`config.mk`:
```
export PLATFORM = sky130hd
export DESIGN_NAME = memory_port_arbiter
export DESIGN_NICKNAME = d
export VERILOG_FILES = /design/src/rtl/load_store_unit_pkg.sv /design/src/rtl/memory_port_grant_logic.sv /design/src/rtl/memory_port_arbiter.sv
export SDC_FILE = /design/constraint.sdc
export NUM_CORES = 1
export LEC_CHECK = 0
export BUFFER_PORTS_ARGS = -buffer_cell sky130_fd_sc_hd__buf_2
export CORE_ASPECT_RATIO = 0.5
export CORE_MARGIN = 3
export CORE_UTILIZATION = 40
export CTS_CLUSTER_SIZE = 10
export DETAILED_ROUTE_END_ITERATION = 12
export GPL_TIMING_DRIVEN = 0
export MAX_ROUTING_LAYER = met4
export PLACE_DENSITY = 0.67
export SLEW_MARGIN = 20
export SYNTH_ARGS = -nofsm -noshare
export SYNTH_HDL_FRONTEND = slang
export SYNTH_SLANG_ARGS = --single-unit
```
`constraint.sdc`:
```
create_clock -name clk_i -period 6.1 [get_ports clk_i]
set_input_delay 0.61 -clock clk_i [delete_from_list [all_inputs] [get_ports clk_i]]
set_output_delay 0.61 -clock clk_i [all_outputs]
set_load 0.02 [all_outputs]
```
`src/rtl/load_store_unit_pkg.sv`:
```
// Shared types for the load/store unit memory path.
//   mem_width_t : 2-bit access width (byte / half / word)
//   arb_state_t : memory port arbiter FSM states
//   issue_t     : one memory transaction as presented on the port
package load_store_unit_pkg;

  typedef logic [1:0] mem_width_t;

  localparam mem_width_t WIDTH_BYTE = 2'b00;
  localparam mem_width_t WIDTH_HALF = 2'b01;
  localparam mem_width_t WIDTH_WORD = 2'b10;

  typedef enum logic [1:0] {
    ARB_IDLE,
    ARB_ISSUE,
    ARB_WAIT
  } arb_state_t;

  typedef struct packed {
    logic [31:0] address;
    logic [31:0] data;
    mem_width_t  width;
    logic        write;
  } issue_t;

endpackage

```
`src/rtl/memory_port_grant_logic.sv`:
```
// Two-way priority picker for the shared data-memory port. Purely
// combinational; the caller gates the candidates so that a grant can only
// be produced while the port is free.
//   ld_cand_i       : a load is available (slot or same-cycle pulse)
//   st_cand_i       : a store is available (slot or same-cycle pulse)
//   str_buf_full_i  : store buffer full, store takes the port
//   starve_count_i  : loads granted in a row over a waiting store
//   grant_ld_o      : load wins this cycle
//   grant_st_o      : store wins this cycle
module memory_port_grant_logic #(
  parameter int STARVE_LIMIT = 4,
  parameter int STARVE_W     = $clog2(STARVE_LIMIT + 1)
) (
  input  logic                ld_cand_i,
  input  logic                st_cand_i,
  input  logic                str_buf_full_i,
  input  logic [STARVE_W-1:0] starve_count_i,
  output logic                grant_ld_o,
  output logic                grant_st_o
);

  localparam logic [STARVE_W-1:0] STARVE_MAX = STARVE_W'(STARVE_LIMIT);

  always_comb begin
    // NOTE: defaults first so every path assigns every output; no latch.
    grant_ld_o = 1'b0;
    grant_st_o = 1'b0;
    if (ld_cand_i && st_cand_i) begin
      // Loads normally win; a full store buffer or a starved store overrides.
      if (str_buf_full_i || (starve_count_i == STARVE_MAX)) begin
        grant_st_o = 1'b1;
      end else begin
        grant_ld_o = 1'b1;
      end
    end else begin
      grant_ld_o = ld_cand_i;
      grant_st_o = st_cand_i;
    end
  end

endmodule

```
`src/rtl/memory_port_arbiter.sv`:
```
// Shares the single data-memory port between the load unit and the store
// unit. Request pulses are latched into one slot per requester, arbitrated
// in IDLE (load priority, store anti-starvation), issued through a
// registered request/ready/valid handshake and answered to their owner.
// A watchdog aborts a transaction that stays in ISSUE+WAIT too long.
//   clk_i, rst_i            : clock, synchronous active-high reset
//   ld_request_i/address_i  : load request pulse and address
//   ld_data_o, ld_valid_o   : load response (data is 0 unless valid)
//   st_request_i/address_i/data_i/width_i : store request pulse and payload
//   st_done_o               : store completion pulse
//   str_buf_full_i          : store buffer full, store wins arbitration
//   mem_*_o / mem_*_i       : memory port handshake
//   bus_error_o             : watchdog abort pulse
//   idle_o                  : nothing pending, in flight or arriving
module memory_port_arbiter
  import load_store_unit_pkg::*;
#(
  parameter int TIMEOUT_CYCLES = 256,
  parameter int STARVE_LIMIT   = 4
) (
  input  logic        clk_i,
  input  logic        rst_i,
  input  logic        ld_request_i,
  input  logic [31:0] ld_address_i,
  output logic [31:0] ld_data_o,
  output logic        ld_valid_o,
  input  logic        st_request_i,
  input  logic [31:0] st_address_i,
  input  logic [31:0] st_data_i,
  input  logic [1:0]  st_width_i,
  output logic        st_done_o,
  input  logic        str_buf_full_i,
  output logic        mem_request_o,
  output logic        mem_write_o,
  output logic [31:0] mem_address_o,
  output logic [31:0] mem_data_o,
  output logic [1:0]  mem_width_o,
  input  logic        mem_ready_i,
  input  logic [31:0] mem_data_i,
  input  logic        mem_valid_i,
  output logic        bus_error_o,
  output logic        idle_o
);

  localparam int               TMO_W    = $clog2(TIMEOUT_CYCLES);
  localparam logic [TMO_W-1:0] TMO_LAST = TMO_W'(TIMEOUT_CYCLES - 1);
  localparam int               STARVE_W = $clog2(STARVE_LIMIT + 1);

  arb_state_t          state_q;
  issue_t              issue_q;
  logic                mem_request_q;
  logic                ld_pend_q;
  logic [31:0]         ld_addr_q;
  logic                st_pend_q;
  issue_t              st_slot_q;
  logic [STARVE_W-1:0] starve_q;
  logic [TMO_W-1:0]    tmo_q;

  logic   in_idle, ld_busy, st_busy;
  logic   ld_accept, st_accept, ld_cand, st_cand;
  logic   grant_ld, grant_st;
  logic   complete, timeout, finish;
  issue_t ld_issue, st_issue, st_incoming;

  assign in_idle = (state_q == ARB_IDLE);
  assign ld_busy = !in_idle && !issue_q.write;
  assign st_busy = !in_idle &&  issue_q.write;

  // A pulse is taken only into a free slot whose type is not on the port;
  // anything else is a protocol violation and the original is kept.
  assign ld_accept = ld_request_i && !ld_pend_q && !ld_busy;
  assign st_accept = st_request_i && !st_pend_q && !st_busy;

  // Candidates include same-cycle pulses so a fresh request loses no cycle.
  assign ld_cand = in_idle && (ld_pend_q || ld_accept);
  assign st_cand = in_idle && (st_pend_q || st_accept);

  assign st_incoming = '{address: st_address_i, data: st_data_i,
                         width: st_width_i, write: 1'b1};
  assign st_issue    = st_pend_q ? st_slot_q : st_incoming;
  assign ld_issue    = '{address: (ld_pend_q ? ld_addr_q : ld_address_i),
                         data: '0, width: WIDTH_WORD, write: 1'b0};

  memory_port_grant_logic #(
    .STARVE_LIMIT (STARVE_LIMIT),
    .STARVE_W     (STARVE_W)
  ) u_grant (
    .ld_cand_i      (ld_cand),
    .st_cand_i      (st_cand),
    .str_buf_full_i (str_buf_full_i),
    .starve_count_i (starve_q),
    .grant_ld_o     (grant_ld),
    .grant_st_o     (grant_st)
  );

  // A real response in the last watchdog cycle wins over the abort.
  assign complete = (state_q == ARB_WAIT) && mem_valid_i;
  assign timeout  = !in_idle && (tmo_q == TMO_LAST) && !complete;
  assign finish   = complete || timeout;

  assign ld_valid_o  = finish && !issue_q.write;
  assign st_done_o   = finish &&  issue_q.write;
  assign ld_data_o   = (complete && !issue_q.write) ? mem_data_i : '0;
  assign bus_error_o = timeout;
  assign idle_o      = in_idle && !ld_pend_q && !st_pend_q
                       && !ld_request_i && !st_request_i;

  assign mem_request_o = mem_request_q;
  assign mem_write_o   = issue_q.write;
  assign mem_address_o = issue_q.address;
  assign mem_data_o    = issue_q.data;
  assign mem_width_o   = issue_q.width;

  always_ff @(posedge clk_i) begin
    // NOTE: non-blocking assignments only, so every register samples the
    // pre-edge values regardless of statement order.
    if (rst_i) begin
      state_q       <= ARB_IDLE;
      issue_q       <= '0;
      mem_request_q <= 1'b0;
      ld_pend_q     <= 1'b0;
      st_pend_q     <= 1'b0;
      starve_q      <= '0;
      tmo_q         <= '0;
    end else begin
      if (grant_ld)       ld_pend_q <= 1'b0;
      else if (ld_accept) ld_pend_q <= 1'b1;

      if (grant_st)       st_pend_q <= 1'b0;
      else if (st_accept) st_pend_q <= 1'b1;

      if (grant_st)                starve_q <= '0;
      else if (grant_ld && st_cand) starve_q <= starve_q + 1'b1;

      case (state_q)
        ARB_IDLE: begin
          if (grant_ld || grant_st) begin
            issue_q       <= grant_st ? st_issue : ld_issue;
            mem_request_q <= 1'b1;
            tmo_q         <= '0;
            state_q       <= ARB_ISSUE;
          end
        end
        ARB_ISSUE: begin
          if (timeout) begin
            mem_request_q <= 1'b0;
            state_q       <= ARB_IDLE;
          end else begin
            tmo_q <= tmo_q + 1'b1;
            if (mem_ready_i) begin
              mem_request_q <= 1'b0;
              state_q       <= ARB_WAIT;
            end
          end
        end
        ARB_WAIT: begin
          if (finish) state_q <= ARB_IDLE;
          else        tmo_q   <= tmo_q + 1'b1;
        end
        default: state_q <= ARB_IDLE;
      endcase
    end
  end

  // NOTE: slot payloads carry no reset; the pending flags decide whether
  // they are ever read, so reset only has to clear the flags.
  always_ff @(posedge clk_i) begin
    if (ld_accept && !grant_ld) ld_addr_q <= ld_address_i;
    if (st_accept && !grant_st) st_slot_q <= st_incoming;
  end

endmodule

```
**After elaboration in Yosys (flattened, before gate mapping)**

Index checks and enable logic that the tools add are counted.
W data, S select, Z words.

- Equality and inequality tests: 9
- Add/subtract/negate cells: 2
- Multiplexer cells: 21
- Reductions and logical operators: 47

Operator list:

| kind | count |
|---|---|
| $mux W67 | 2 |
| $mux W32 | 2 |
| $mux W8 | 3 |
| $pmux W8 S3 | 1 |
| $logic_and A1 B1 Y1 | 22 |
| $logic_not A1 Y1 | 11 |
| $add A8 B1 Y8 const B | 1 |
| $eq A8 B8 Y1 const B | 1 |
| $mux W2 | 4 |
| $mux W1 | 7 |
| $ne A2 B2 Y1 const B | 3 |
| $pmux W2 S3 | 1 |
| $reduce_and A3 Y1 | 2 |
| $logic_or A1 B1 Y1 | 5 |
| $reduce_and A4 Y1 | 1 |
| $reduce_or A2 Y1 | 2 |
| $add A3 B1 Y3 const B | 1 |
| $eq A3 B3 Y1 const B | 1 |
| $ne A3 B3 Y1 const B | 1 |
| $reduce_bool A3 Y1 | 1 |
| $eq A2 B1 Y1 const B | 1 |
| $eq A2 B2 Y1 const B | 1 |
| $logic_not A2 Y1 | 1 |
| $ne A2 B1 Y1 const B | 1 |
| 3 further kinds | 3 |

- Input bits: 137
- Word-level logic and storage cells: 93
- Output and inout bits: 104
- Register bits after elaboration: 181

**Longest topological paths before layout**

- Depth after elaboration: 12
- Gate-level depth with buffers: 8
- Gate-level depth less buffers: 6

**Hierarchy**

From an unflattened synthesis, not the netlist that was laid out.

- Cells, all modules: 705
- Area, all modules: 7,971.4 µm²

Modules (own cells, without submodules):

| module | area an instance (µm²) | sequential area each (µm²) | instances | cells each |
|---|---|---|---|---|
| memory_port_arbiter | 7,935.1 | 4,604.4 | 1 | 699 |
| memory_port_grant_logic | 36.3 | 0.0 | 1 | 6 |

**Worst setup path before layout**

Ideal clock, no wire load.

- Path kind: input port to flip-flop
- From: input port str_buf_full_i
- To: register st_slot_q[10] in the netlist's numbering, enable pin
- Arrival: 5.886 ns
- Path buffers: 0
- Cell stages on the path: 4
- Setup slack: -0.371 ns
- Required time: 5.515 ns
- Setup time: 0.585 ns
- Cells stage by stage: a21o_1 > nor2_1 > a21oi_1 > nor3b_1

- Longest elaborated chain between the ends: 5

Ends and longest elaborated chain:

| what | RTL line | source |
|---|---|---|
| from (decl) | memory_port_arbiter.sv:32 | `input logic str_buf_full_i,` |
| $logic_or A1 B1 Y1 | memory_port_grant_logic.sv:30 | `if (str_buf_full_i \|\| (starve_count_i == STARVE_MAX)) begin` |
| $mux W1 | memory_port_grant_logic.sv:30 |  |
| $mux W1 | memory_port_grant_logic.sv:28 | `if (ld_cand_i && st_cand_i) begin` |
| $logic_not A1 Y1 | memory_port_arbiter.sv:169 | `if (st_accept && !grant_st) st_slot_q <= st_incoming;` |
| $logic_and A1 B1 Y1 | memory_port_arbiter.sv:169 |  |
| to (signal assigned) | memory_port_arbiter.sv:169 |  |
| to (decl) | memory_port_arbiter.sv:55 | `issue_t st_slot_q;` |

No other way between the ends.
A chain may end at the register's enable or synchronous reset.

**Worst setup path after layout**

- From: register st_pend_q
- To: register ld_addr_q[8], enable pin

- Longest elaborated chain between the ends: 9

Ends and longest elaborated chain:

| what | RTL line | source |
|---|---|---|
| from (decl) | memory_port_arbiter.sv:54 | `logic st_pend_q;` |
| from (signal assigned) | memory_port_arbiter.sv:122 | `st_pend_q <= 1'b0;` |
| from (signal assigned) | memory_port_arbiter.sv:129 | `if (grant_st) st_pend_q <= 1'b0;` |
| from (signal assigned) | memory_port_arbiter.sv:130 | `else if (st_accept) st_pend_q <= 1'b1;` |
| $logic_not A1 Y1 | memory_port_arbiter.sv:72 | `assign st_accept = st_request_i && !st_pend_q && !st_busy;` |
| $logic_and A1 B1 Y1 (2 in series) | memory_port_arbiter.sv:72 |  |
| $logic_or A1 B1 Y1 (*) | memory_port_arbiter.sv:76 | `assign st_cand = in_idle && (st_pend_q \|\| st_accept);` |
| $logic_and A1 B1 Y1 (*) | memory_port_arbiter.sv:76 |  |
| $logic_and A1 B1 Y1 (*) | memory_port_grant_logic.sv:28 |  |
| $mux W1 (*) | memory_port_grant_logic.sv:28 |  |
| $logic_not A1 Y1 (*) | memory_port_arbiter.sv:168 | `if (ld_accept && !grant_ld) ld_addr_q <= ld_address_i;` |
| $logic_and A1 B1 Y1 (*) | memory_port_arbiter.sv:168 |  |
| to (signal assigned) | memory_port_arbiter.sv:168 |  |
| to (decl) | memory_port_arbiter.sv:53 | `logic [31:0] ld_addr_q;` |

Every way passes the cells marked *; elsewhere a longest branch is shown, timed or not.

==> run_results.csv <==
group,metric,value,unit
cts,cts_tree,"built",
sta,slew_viol_final,0,
synth,synth-warning-count,0,
die,core,18900,um2
global_route,grt-ovfl-total,0,
layout,final_cell_mix,"255 x buf_2, 98 x edfxtp_1, 97 x mux2i_1",
sta,rsz0062_at_grt,"no",
place,port_buffers,240,
sta,setup_violators_final,0,
synth,syn_avg_cell_area,12.4,um2
layout,nets,1047,
route,ant_nets,0,
die,io_count,241,
pwr,pwr_density_cell,426,nW/um2
cts,cts_max_path_buffers,2,
route,drtPass1Iterations,4,
layout,fillCellCount,1684,
cts,cts_num_sinks,181,
synth,share_of_the_synthesized_area_in_compound_gates_ao_oa_aoi_oai,9.62,%
synth,synth_sequential_area_ratio,58.3,%
sta,tightest_pin_transition,0.797,ns
setup_path,worst_ep_required_time,6.22,ns
synth,synth_fa_ha_area_share,1.11,%
sta,post-route-min-period,2.94,ns
route,routed_wirelength,21100,um
setup_path,worst_path_max_delay_cell,"buf_1",
place,placed_cells_incl_taps,1143,
setup_path,path_max_fanout,10,
cts,clock-root-buffer,"clkbuf_16",
global_route,largest_net_degree_at_the_start_of_global_routing,17,
layout,final_cell_count_no_fill,1177,
synth,synthesis.nets,778,
die,std_cell_rows,35,
setup_path,crit_type,"reg2reg",
synth,synthesis.instances,634,
route,post-route-drc-count,0,
layout,area_of_the_multi_input_gates,3020,um2
setup_path,worst_ep_arrival_time,3.06,ns
sta,hold_viol_final,0,
global_route,number_of_global_route_vias_before_repair,6290,
sta,final_total_negative_setup_slack,0,ns
synth,post_synth_instance_area,7890,um2
route,detail_route.vias_per_cell,5.13,
sta,min_period_over_period,48.2,%
cts,cts_made_buffers,17,
route,routedWlPerCell,17.9,um
place,detailedPlacementHpwl,15500,um
layout,design_area,10200,um2
layout,sequential_cell_area,4600,um2
cts,postCtsSetupRepairBufs,0,
die,fp.dieH,105,um
hold_path,holdCritPathClass,"in2reg",
die,die_w,205,um
synth,edff_count_synth,98,
cts,ctsResizeCount,0,
global_route,grt_pass1_wl,33400,um
place,gp_congestion,0.844,
die,fp.dieArea,21600,um2
setup_path,worstPathCellList,"buf_2 > buf_1 > o21a_1 > a21boi_0 > nor3b_2 > buf_4 > buf_4 > buf_4",
cts,clk_latency,0.42,ns
sta,timing.fmax,0.340,GHz
synth,synth_async_sr_flop_share,0,%
setup_path,critical_path.most_common_cell,"buf_4",
layout,drive_above_1_share,38.2,%
status,status,"finished, final reports clean",
die,initial_utilization,41.8,%
synth,synth.ff_latch_count,181,
route,vias,6033,
pwr,highest_ir_drop_seen_on_vdd,0.207,mV
synth,synth-xor-area-share,0,%
layout,mostFrequentLayoutCell,"buf_2",
global_route,track_usage,20.1,%
layout,area.growth.synth_to_final,28.7,%
run,cap_viol_max_count,0,
route,first_iter_violations,295,
synth,synth_top_family_by_area,"multiplexers",
sta,max_slew_margin,46.9,%
synth,yosys_most_used_dff,"edfxtp_1",
place,dpl-instance-area,9550,um2
global_route,antenna_found_initial,2,
cts,post_cts_hold_buffer_count,0,
setup_path,timing.critical_path.from_type,"flip-flop",
synth,synth.area.mux_share,16.9,%
pwr,static_leak,4.22,nW
setup_path,setup.worst_path.end_class,"flip-flop",
setup_path,crit_path_max_incr_delay,0.61,ns
sta,worst_clock_skew,0.00771,ns
cts,clk_pin_slew_worst_paths,0.07,ns
synth,post_synth_and_or_nand_nor_area_fraction,10.4,%
cts,htree_num_levels,4,
synth,post_synth_num_cell_types,54,
[power by group]
group,internal [mW],switching [mW],total [mW],leakage [nW]
combinational,0.614,0.899,1.51,2.35
clock,0.635,0.486,1.12,0.290
sequential,1.58,0.111,1.69,1.59
[cell usage after synthesis, types with 4 or more instances]
library cell	number	share of area [%]
mux2i_1	97	12
nand3_1	41	2.6
mux2_2	32	4.6
a32o_1	4	0.51
nor3_1	5	0.32
edfxtp_1	98	37
clkbuf_1	16	0.76
inv_1	9	0.43
o21ai_0	40	2.5
a21oi_1	12	0.76
and2_1	32	2.5
a2bb2oi_1	33	3.7
buf_2	15	0.95
nor4_1	5	0.40
nand2_1	8	0.38
dfxtp_1	83	21
buf_6	4	0.57
nor2_1	40	1.9
ha_1	7	1.1
[sequential cells by signal, indices dropped and copies added, names as in the netlist, 2 cells and up]
register,flops
state_q,2
mem_width_o,2
mem_address_o,32
ld_addr_q,32
st_slot_q,66
starve_q,3
tmo_q,8
mem_data_o,32
[layout make-up]
class	count	area share [%]
multi-input cells	399	29.7
repair buffers	250	13.0
plain buffers	45	2.48
clock buffers	20	4.50
well taps	259	3.19
flip-flops and latches	181	45.3
diodes	2	0.0493
inverters	9	0.333
clock inverters	12	1.42
[final timing paths]
check | startpoint | slack [ns] | cells after the start | to
worst max register to register | st_pend_q | 3.16 | 8 | ld_addr_q[8]
worst min-delay path | ld_address_i[25] | 0.37 | 1 | ld_addr_q[25]
worst min register to register | mem_address_o[25] | 0.46 | 2 | mem_address_o[25]
worst max-delay path | st_pend_q | 3.16 | 8 | ld_addr_q[8]
[cell families after synthesis]
kind of cell | Yosys count
flops | 181
simple gates | 154
mux | 129
compound gates | 109
buf+inv | 54
fa+ha+maj | 7
[worst max-delay path, delay by kind of cell (launching register included)]
kind / cells / cell delay (ns)
flops: 1 / 0.33
buf+inv: 5 / 1.56
compound gates: 2 / 0.35
simple gates: 1 / 0.40
[layer usage]
layer / vias to the layer above / GRT usage (%) / wire (um)
met5: - / - / 0
met4: 0 / 5.10 / 275
met3: 17 / 4.84 / 951
met2: 138 / 31.3 / 9940
met1: 2982 / 26.6 / 9890
li1: 2896 / - / -
[through the flow]
stage | power, mW | util [%] | setup WS (ns) | hold WS [ns]
global placement | 3.19 | 49.9 | -0.285 | 0.452
CTS | 4.37 | 53.8 | 3.11 | 0.353
floorplan | 2.72 | - | 1.96 | 0.449
global route | 4.58 | 53.8 | 2.97 | 0.345
detailed placement | 3.25 | 50.6 | 3.12 | 0.451
finish | 4.33 | 53.8 | 3.16 | 0.374
No activity file was read; power rests on OpenSTA's default activity.
